File: src/rtl/mem_resp_pkg.sv
// Shared types and constants for the SLC-3 memory-side responder.
package mem_resp_pkg;

  typedef logic [15:0] word_t;

  typedef enum logic {
    ST_INIT,
    ST_RUN
  } state_t;

  localparam word_t       IO_ADDR_DEFAULT = 16'hFFFF;
  localparam int unsigned READ_LAT_MIN    = 1;
  localparam int unsigned READ_LAT_MAX    = 3;

endpackage

File: src/rtl/rd_delay_line.sv
// Valid/data delay line for read results; the last stage holds its data
// until the next valid result arrives, so it doubles as the output register.
module rd_delay_line
  import mem_resp_pkg::*;
#(
  parameter int unsigned DEPTH = 2
) (
  input  logic        clk,
  input  logic        flush,
  input  logic        in_vld,
  input  logic [15:0] in_data,
  output logic [15:0] out_data
);

  // Valid presented to each stage; stage 0 sees the incoming request.
  logic [DEPTH-1:0] vin;
  word_t            data_q [DEPTH];

  assign vin[0] = in_vld;

  if (DEPTH > 1) begin : g_vld
    logic [DEPTH-2:0] vld_q;

    always_ff @(posedge clk) begin
      if (flush) begin
        vld_q <= '0;
      end else begin
        vld_q <= vin[DEPTH-2:0];
      end
    end

    assign vin[DEPTH-1:1] = vld_q;
  end

  always_ff @(posedge clk) begin
    if (flush) begin
      for (int unsigned i = 0; i < DEPTH; i++) begin
        data_q[i] <= '0;
      end
    end else begin
      if (vin[0]) begin
        data_q[0] <= in_data;
      end
      for (int unsigned i = 1; i < DEPTH; i++) begin
        if (vin[i]) begin
          data_q[i] <= data_q[i-1];
        end
      end
    end
  end

  assign out_data = data_q[DEPTH-1];

endmodule

File: src/rtl/mem_responder.sv
// Memory-side responder: word RAM with fixed read latency, one memory-mapped
// I/O word (switches / hex register), and zero-fill of the RAM after reset.
module mem_responder
  import mem_resp_pkg::*;
#(
  parameter int unsigned ADDR_BITS = 8,
  parameter int unsigned READ_LAT  = 2,
  parameter logic [15:0] IO_ADDR   = IO_ADDR_DEFAULT
) (
  input  logic        clk,
  input  logic        reset,
  input  logic        mem_mem_ena,
  input  logic        mem_wr_ena,
  input  logic [15:0] mem_addr,
  input  logic [15:0] mem_wdata,
  output logic [15:0] mem_rdata,
  input  logic [15:0] sw_i,
  output logic [15:0] hex_o,
  output logic        init_busy
);

  localparam int unsigned DEPTH = 1 << ADDR_BITS;
  // Out-of-range latencies are clamped to the supported window.
  localparam int unsigned LAT = (READ_LAT < READ_LAT_MIN) ? READ_LAT_MIN :
                                (READ_LAT > READ_LAT_MAX) ? READ_LAT_MAX : READ_LAT;

  state_t               state_q, state_d;
  logic [ADDR_BITS-1:0] cnt_q, cnt_d;
  word_t                ram [DEPTH];

  logic                 accept;
  logic                 is_io;
  logic                 in_range;
  logic                 rd_accept;
  logic                 ram_we;
  logic [ADDR_BITS-1:0] ram_idx;
  logic [ADDR_BITS-1:0] ram_waddr;
  word_t                ram_wdata;
  word_t                rd_sample;

  assign ram_idx  = mem_addr[ADDR_BITS-1:0];
  assign is_io    = (mem_addr == IO_ADDR);
  assign in_range = ((32'(mem_addr) >> ADDR_BITS) == 32'd0);

  always_ff @(posedge clk) begin
    if (reset) begin
      state_q <= ST_INIT;
      cnt_q   <= '0;
    end else begin
      state_q <= state_d;
      cnt_q   <= cnt_d;
    end
  end

  always_comb begin
    state_d   = state_q;
    cnt_d     = cnt_q;
    init_busy = 1'b0;
    accept    = 1'b0;
    ram_we    = 1'b0;
    ram_waddr = ram_idx;
    ram_wdata = mem_wdata;
    case (state_q)
      ST_INIT: begin
        init_busy = 1'b1;
        ram_we    = 1'b1;
        ram_waddr = cnt_q;
        ram_wdata = '0;
        cnt_d     = cnt_q + 1'b1;
        if (cnt_q == '1) begin
          state_d = ST_RUN;
        end
      end
      ST_RUN: begin
        // Reset has priority over a request presented in the same cycle.
        accept = mem_mem_ena & ~reset;
        ram_we = accept & mem_wr_ena & in_range & ~is_io;
      end
      default: begin
        state_d = ST_INIT;
      end
    endcase
  end

  always_ff @(posedge clk) begin
    if (ram_we) begin
      ram[ram_waddr] <= ram_wdata;
    end
  end

  always_ff @(posedge clk) begin
    if (reset) begin
      hex_o <= '0;
    end else if (accept && mem_wr_ena && is_io) begin
      hex_o <= mem_wdata;
    end
  end

  // Combinational RAM read: a write at one edge is visible to a read at the next.
  always_comb begin
    rd_sample = '0;
    if (is_io) begin
      rd_sample = sw_i;
    end else if (in_range) begin
      rd_sample = ram[ram_idx];
    end
  end

  assign rd_accept = accept & ~mem_wr_ena;

  rd_delay_line #(
    .DEPTH(LAT)
  ) u_rd_delay_line (
    .clk     (clk),
    .flush   (reset),
    .in_vld  (rd_accept),
    .in_data (rd_sample),
    .out_data(mem_rdata)
  );

endmodule

File: config.mk
export PLATFORM = sky130hd
export DESIGN_NAME = mem_responder
export DESIGN_NICKNAME = d
export VERILOG_FILES = /design/src/rtl/mem_resp_pkg.sv /design/src/rtl/rd_delay_line.sv /design/src/rtl/mem_responder.sv
export SDC_FILE = /design/constraint.sdc
export NUM_CORES = 2
export LEC_CHECK = 0
export ABC_AREA = 1
export BUFFER_PORTS_ARGS = -buffer_cell sky130_fd_sc_hd__buf_2
export CORE_ASPECT_RATIO = 1.4
export CORE_UTILIZATION = 30
export CTS_CLUSTER_DIAMETER = 40
export CTS_CLUSTER_SIZE = 20
export DETAILED_ROUTE_END_ITERATION = 8
export GPL_ROUTABILITY_DRIVEN = 0
export PLACE_DENSITY = 0.48
export SLEW_MARGIN = 0
export SYNTH_ARGS = -nofsm -noshare
export SYNTH_HDL_FRONTEND = slang
export SYNTH_MEMORY_MAX_BITS = 65536
export SYNTH_SLANG_ARGS = --single-unit
File: constraint.sdc
create_clock -name clk -period 5.7 [get_ports clk]
set_clock_uncertainty 0.2 [all_clocks]
set_input_delay 0.57 -clock clk [delete_from_list [all_inputs] [get_ports clk]]
set_output_delay 0.57 -clock clk [all_outputs]
set_load 0.03 [all_outputs]
# [Yosys cells after proc, flatten, opt, wreduce, memory -nomap -nowiden]
# Memory sizes are Yosys's and may differ from the RTL's.
# Cells that the tools add are included.
# Widths: inputs -> output; s select.
[totals] regBits=26 ram_bits=4128 input_bits=52 out_inout_bits=33 word_cells=44 memories=2
[op_classes] addsub=1 n_eq_ne=2 n_mux=21 bitwise_logic=11 n_reduce_logical=3
[mem_list] memory="ram" words=256 width=16 rd=1 rd_ports_with_merged_regs=0 write_ports=1 line_no="mem_responder.sv:29" source="word_t ram [DEPTH];"
[mem_list] memory="u_rd_delay_line.data_q" words=2 width=16 rd=2 rd_ports_with_merged_regs=0 write_ports=2 line_no="rd_delay_line.sv:17" source="word_t data_q [DEPTH];"
[ops] operator="$mux 16" n=5
[ops] operator="$logic_not 32->1" n=1
[ops] operator="$eq 16x16->1 const B" n=1
[ops] operator="$mux 1" n=14
[ops] operator="$add 8x1->8 const B" n=1
[ops] operator="$eq 8x8->1 const B" n=1
[ops] operator="$mux 8" n=1
[ops] operator="$and 1x1->1" n=5
[ops] operator="$not 1->1" n=4
[ops] operator="$logic_and 1x1->1" n=2
[ops] operator="$or 1x1->1" n=2
[ops] operator="$pmux 1 s2" n=1

# [Longest topological paths before layout]
[depth] depth_word=8 mapped_depth=15 depth_no_buf=11

# [Cells and area by module]
# A second synthesis with hierarchy kept.
[unflattened] hier_cells=16116 hier_area_um2=174000.6
[by_module_without_submodules] mod="mem_responder" n_inst=1 cells_each=15991 area_each_um2=172359.1
[by_module_without_submodules] mod="rd_delay_line" n_inst=1 cells_each=125 area_each_um2=1641.6

# [Worst setup path before layout]
# No wires, ideal clock.
[synth_path] path_type="reg-to-reg" startpoint="reg state_q" endpoint="mem ram[0][10] (netlist bit), data pin" arrival_ns=4.083 required_time_ns=4.727 setup_slack_ns=0.643 stages_incl_launch_ff=7 n_path_buf=4 period_less_slack_ns=5.057 path_cell_list="dfxtp_1 buf_2 buf_2 buf_1 buf_1 nand2_1 inv_1"
[synth_between] elab_chain_len=1
[synth_rtl] item="start: declaration" line_no="mem_responder.sv:27" source="state_t state_q, state_d;"
[synth_rtl] item="start signal: assignment" line_no="mem_responder.sv:50" source="state_q <= state_d;"
[synth_rtl] item="$mux 16" line_no="mem_responder.sv:63" source="case (state_q)"
[synth_rtl] item="via ram_wdata[10]" line_no="mem_responder.sv:38" source="word_t ram_wdata;"
[synth_rtl] item="end: declaration" line_no="mem_responder.sv:29"
# The timed path passes the listed nets, and every way through them passes these cells.

# [Worst setup path after layout]
[layout_path] startpoint="reg state_q" endpoint="mem ram[37][0] (netlist bit) (enable)"
[layout_between] elab_chain_len=4 word_cells_on_any_way=5
[layout_rtl] item="$not 1->1"
[layout_rtl] item="$pmux 1 s2" line_no="mem_responder.sv:63"
[layout_rtl] item="$mux 1" line_no="mem_responder.sv:86" source="if (ram_we) begin"
[layout_rtl] item="$mux 1 (not written as such)" line_no="mem_responder.sv:87" source="ram[ram_waddr] <= ram_wdata;"
# Parallel ways exist; a longest one is shown, timed or not.

==> metrics.txt <==
CTS Buf Count=441; crit path capture type=flop; min-delay src=sw_i[8]; vias in the first global route=105642; HP Class=primary input to flop; Final Power=66.8 mW; Slew Limit Fails=0; r2r startpoint=state_q; DR pass1 iterations=6; Critical Path Fanout Max=38; num rows=324; io pins=85; crit path time final=4380 ps; largest net degree at the start of global routing=175; Finished Cell Area=0.193 mm²; Slew @ Worst Pin=1390 ps; Hold Fails Final Rpt=0; Clock Latency Late Sink=990 ps; number of vias per cell=5.05; CP Class=flop to flop; H-tree lvl count=5; first-pass GRT wire length=804000 µm; status=finished clean; crit path DAT=4860 ps; Die Y=885 µm; final critical-path share of the clock period=0.768; maximum vdd drop=0.000271 V; core area=0.555 mm²; RSZ-0062 raised after global routing=false; # resized after CTS=0; cts hold-fix bufs=29; Clock Path Buffers=4; Port Buffer Count=84; grt total ovfl=0; Reg-to-Reg End=ram[37][0]; Syn Nets=13901; Cells on Worst Hold Path=3; Netlist cell types=29; Worst R2R Path Depth=6; area delta synth->final=15.7%; Mapped Cells=13848; startpoint types=flop; area occupied by multi-input gates=0.0379 mm²; Critical Path RT=6180 ps; Reg clk slew, reported paths=60 ps; setup bufs post-CTS=0; Leakage=68.7 nW; sequential fraction of the synthesis area=0.744; CTS tree=built; Residual DRC=0; placed instance area=0.178 mm²; Die Span X=633 µm; synthesized area per cell=12.1 µm²; CTS root buf=clkbuf_16; Total GRT Usage=0.197; pwr dens=345 mW/mm²; die area=0.560 mm²; worst hold endpoint=u_rd_delay_line.data_q[0][8]; reg2reg setup slack=1320 ps; YS warnings=0; slew margin rel.=0.0687; Cell Area, Synth=0.167 mm²; Max-Cap Viols=0; NumNets Final=14036; initial antenna violation count=22; FMAX=228 MHz; share of cells above drive strength 1=0.102; setup tns final=0 ps; Layout fillers=54271; via count=109557; Seq cells post-synth=4154; final setup fails=0; Post-DP HPWL=332000 µm; Starting Density=0.301; Routed wire per std cell=26.1 µm; clock tree sinks=4154; ANT nets after route=0; WL final=567000 µm; initial DRC count=11076; register area=0.124 mm²
[report_power, final]
group / switching [mW] / total (mW) / internal (mW)
combinational: 2.58 / 3.40 / 0.819
sequential: 0.0235 / 33.1 / 33.1
clock: 13.5 / 30.3 / 16.8
total: 16.1 / 66.8 / 50.7
[cell usage in the layout, fill, tap and decap left out, drive strengths merged]
cell and n:
nand2 4168, edfxtp 4128, nand3 4083, buf 630, clkbuf 468, nor2 291
inv 217, clkinv 127, clkinvlp 48, a21oi 44, bufinv 41, dlygate4sd3 29
o21ai 27, dfxtp 26, nand4 13, diode 11, nor3 6, nor4 6
nor3b 2, a31oi 1, or2 1, ha 1
[cell type report]
type / count / area share
Inverter: 84 / 0.00248
Clock inverter: 349 / 0.0207
Multi-Input combinational cell: 8643 / 0.196
Tap cell: 7335 / 0.0474
Timing Repair Buffer: 659 / 0.0316
Antenna cell: 11 / 0.000142
Clock buffer: 468 / 0.0583
Sequential cell: 4154 / 0.643
[critical path, cell delays in order (launching register included)]
cell,delay (ps)
dfxtp_2,960
o21ai_0,340
nor2_1,370
nand2_1,720
buf_4,460
nor2_1,660
buf_4,350
[layer usage]
layer  vias up  track usage  part of all wire
met5         -            0          0.000071
li1      49793            -                 -
met1     55276        0.245              0.39
met4         6       0.0999             0.057
met3       861       0.0251             0.053
met2      3621        0.337              0.50
[state kept, by name (all words and copies together), names as in the netlist]
name and cells:
hex_o 16, u_rd_delay_line.data_q 32, state_q 1, cnt_q 8, u_rd_delay_line.g_vld.vld_q 1, ram 4096
[cells in the mapped netlist]
cell | n | area, µm²
inv_4 | 1 | 6.26
a21oi_1 | 41 | 205
a31oi_1 | 1 | 6.26
o21ai_0 | 22 | 110
nor3_1 | 6 | 30.0
inv_1 | 74 | 278
o21ai_1 | 5 | 25.0
nor2_1 | 290 | 1090
nand3_1 | 4082 | 20400
nand4_2 | 4 | 50.1
nand2_1 | 4168 | 15600
nor3b_2 | 1 | 12.5
nor2_2 | 1 | 6.26
or2_2 | 1 | 6.26
ha_1 | 1 | 12.5
nor3b_1 | 1 | 7.51
a21oi_2 | 3 | 26.3
nor4_1 | 6 | 37.5
clkbuf_1 | 226 | 848
buf_6 | 23 | 259
dfxtp_1 | 26 | 521
inv_2 | 7 | 26.3
clkinv_1 | 2 | 7.51
buf_4 | 41 | 308
edfxtp_1 | 4128 | 124000
buf_1 | 110 | 413
nand4_1 | 9 | 56.3
nand3_2 | 1 | 10.0
buf_2 | 567 | 2840
[worst max path at each step]
| stage | startpoint | slack (ps) | to |
|---|---|---|---|
| detailed placement | mem_addr[0] | 810 | u_rd_delay_line.data_q[0][7] |
| CTS | state_q | 1350 | ram[167][8] |
| floorplan | state_q | 640 | ram[0][10] |
| global route | state_q | 1250 | ram[201][3] |
| finish | state_q | 1320 | ram[37][0] |
| global placement | mem_addr[0] | 820 | u_rd_delay_line.data_q[0][7] |
[stage by stage]
step,utilization,cells,hold WS [ps],worst slack (ps)
5_1_grt,0.348,21693,73.0,1250
3_3_place_gp,0.320,20846,284,816
2_1_floorplan,-,13848,249,643
4_1_cts,0.348,21692,30.2,1350
6_report,0.348,21703,125,1320
3_5_place_dp,0.320,20846,289,813
[logic make-up after synthesis]
group                      after synthesis  synth area share
and+or+nand+nor                       8570             0.224
DFF                                   4154             0.744
buffers and inverters                 1051            0.0298
AOI/OAI and AO/OA                       72           0.00223
adders and majority gates                1         0.0000748
Power figures use the tool's default switching activity.
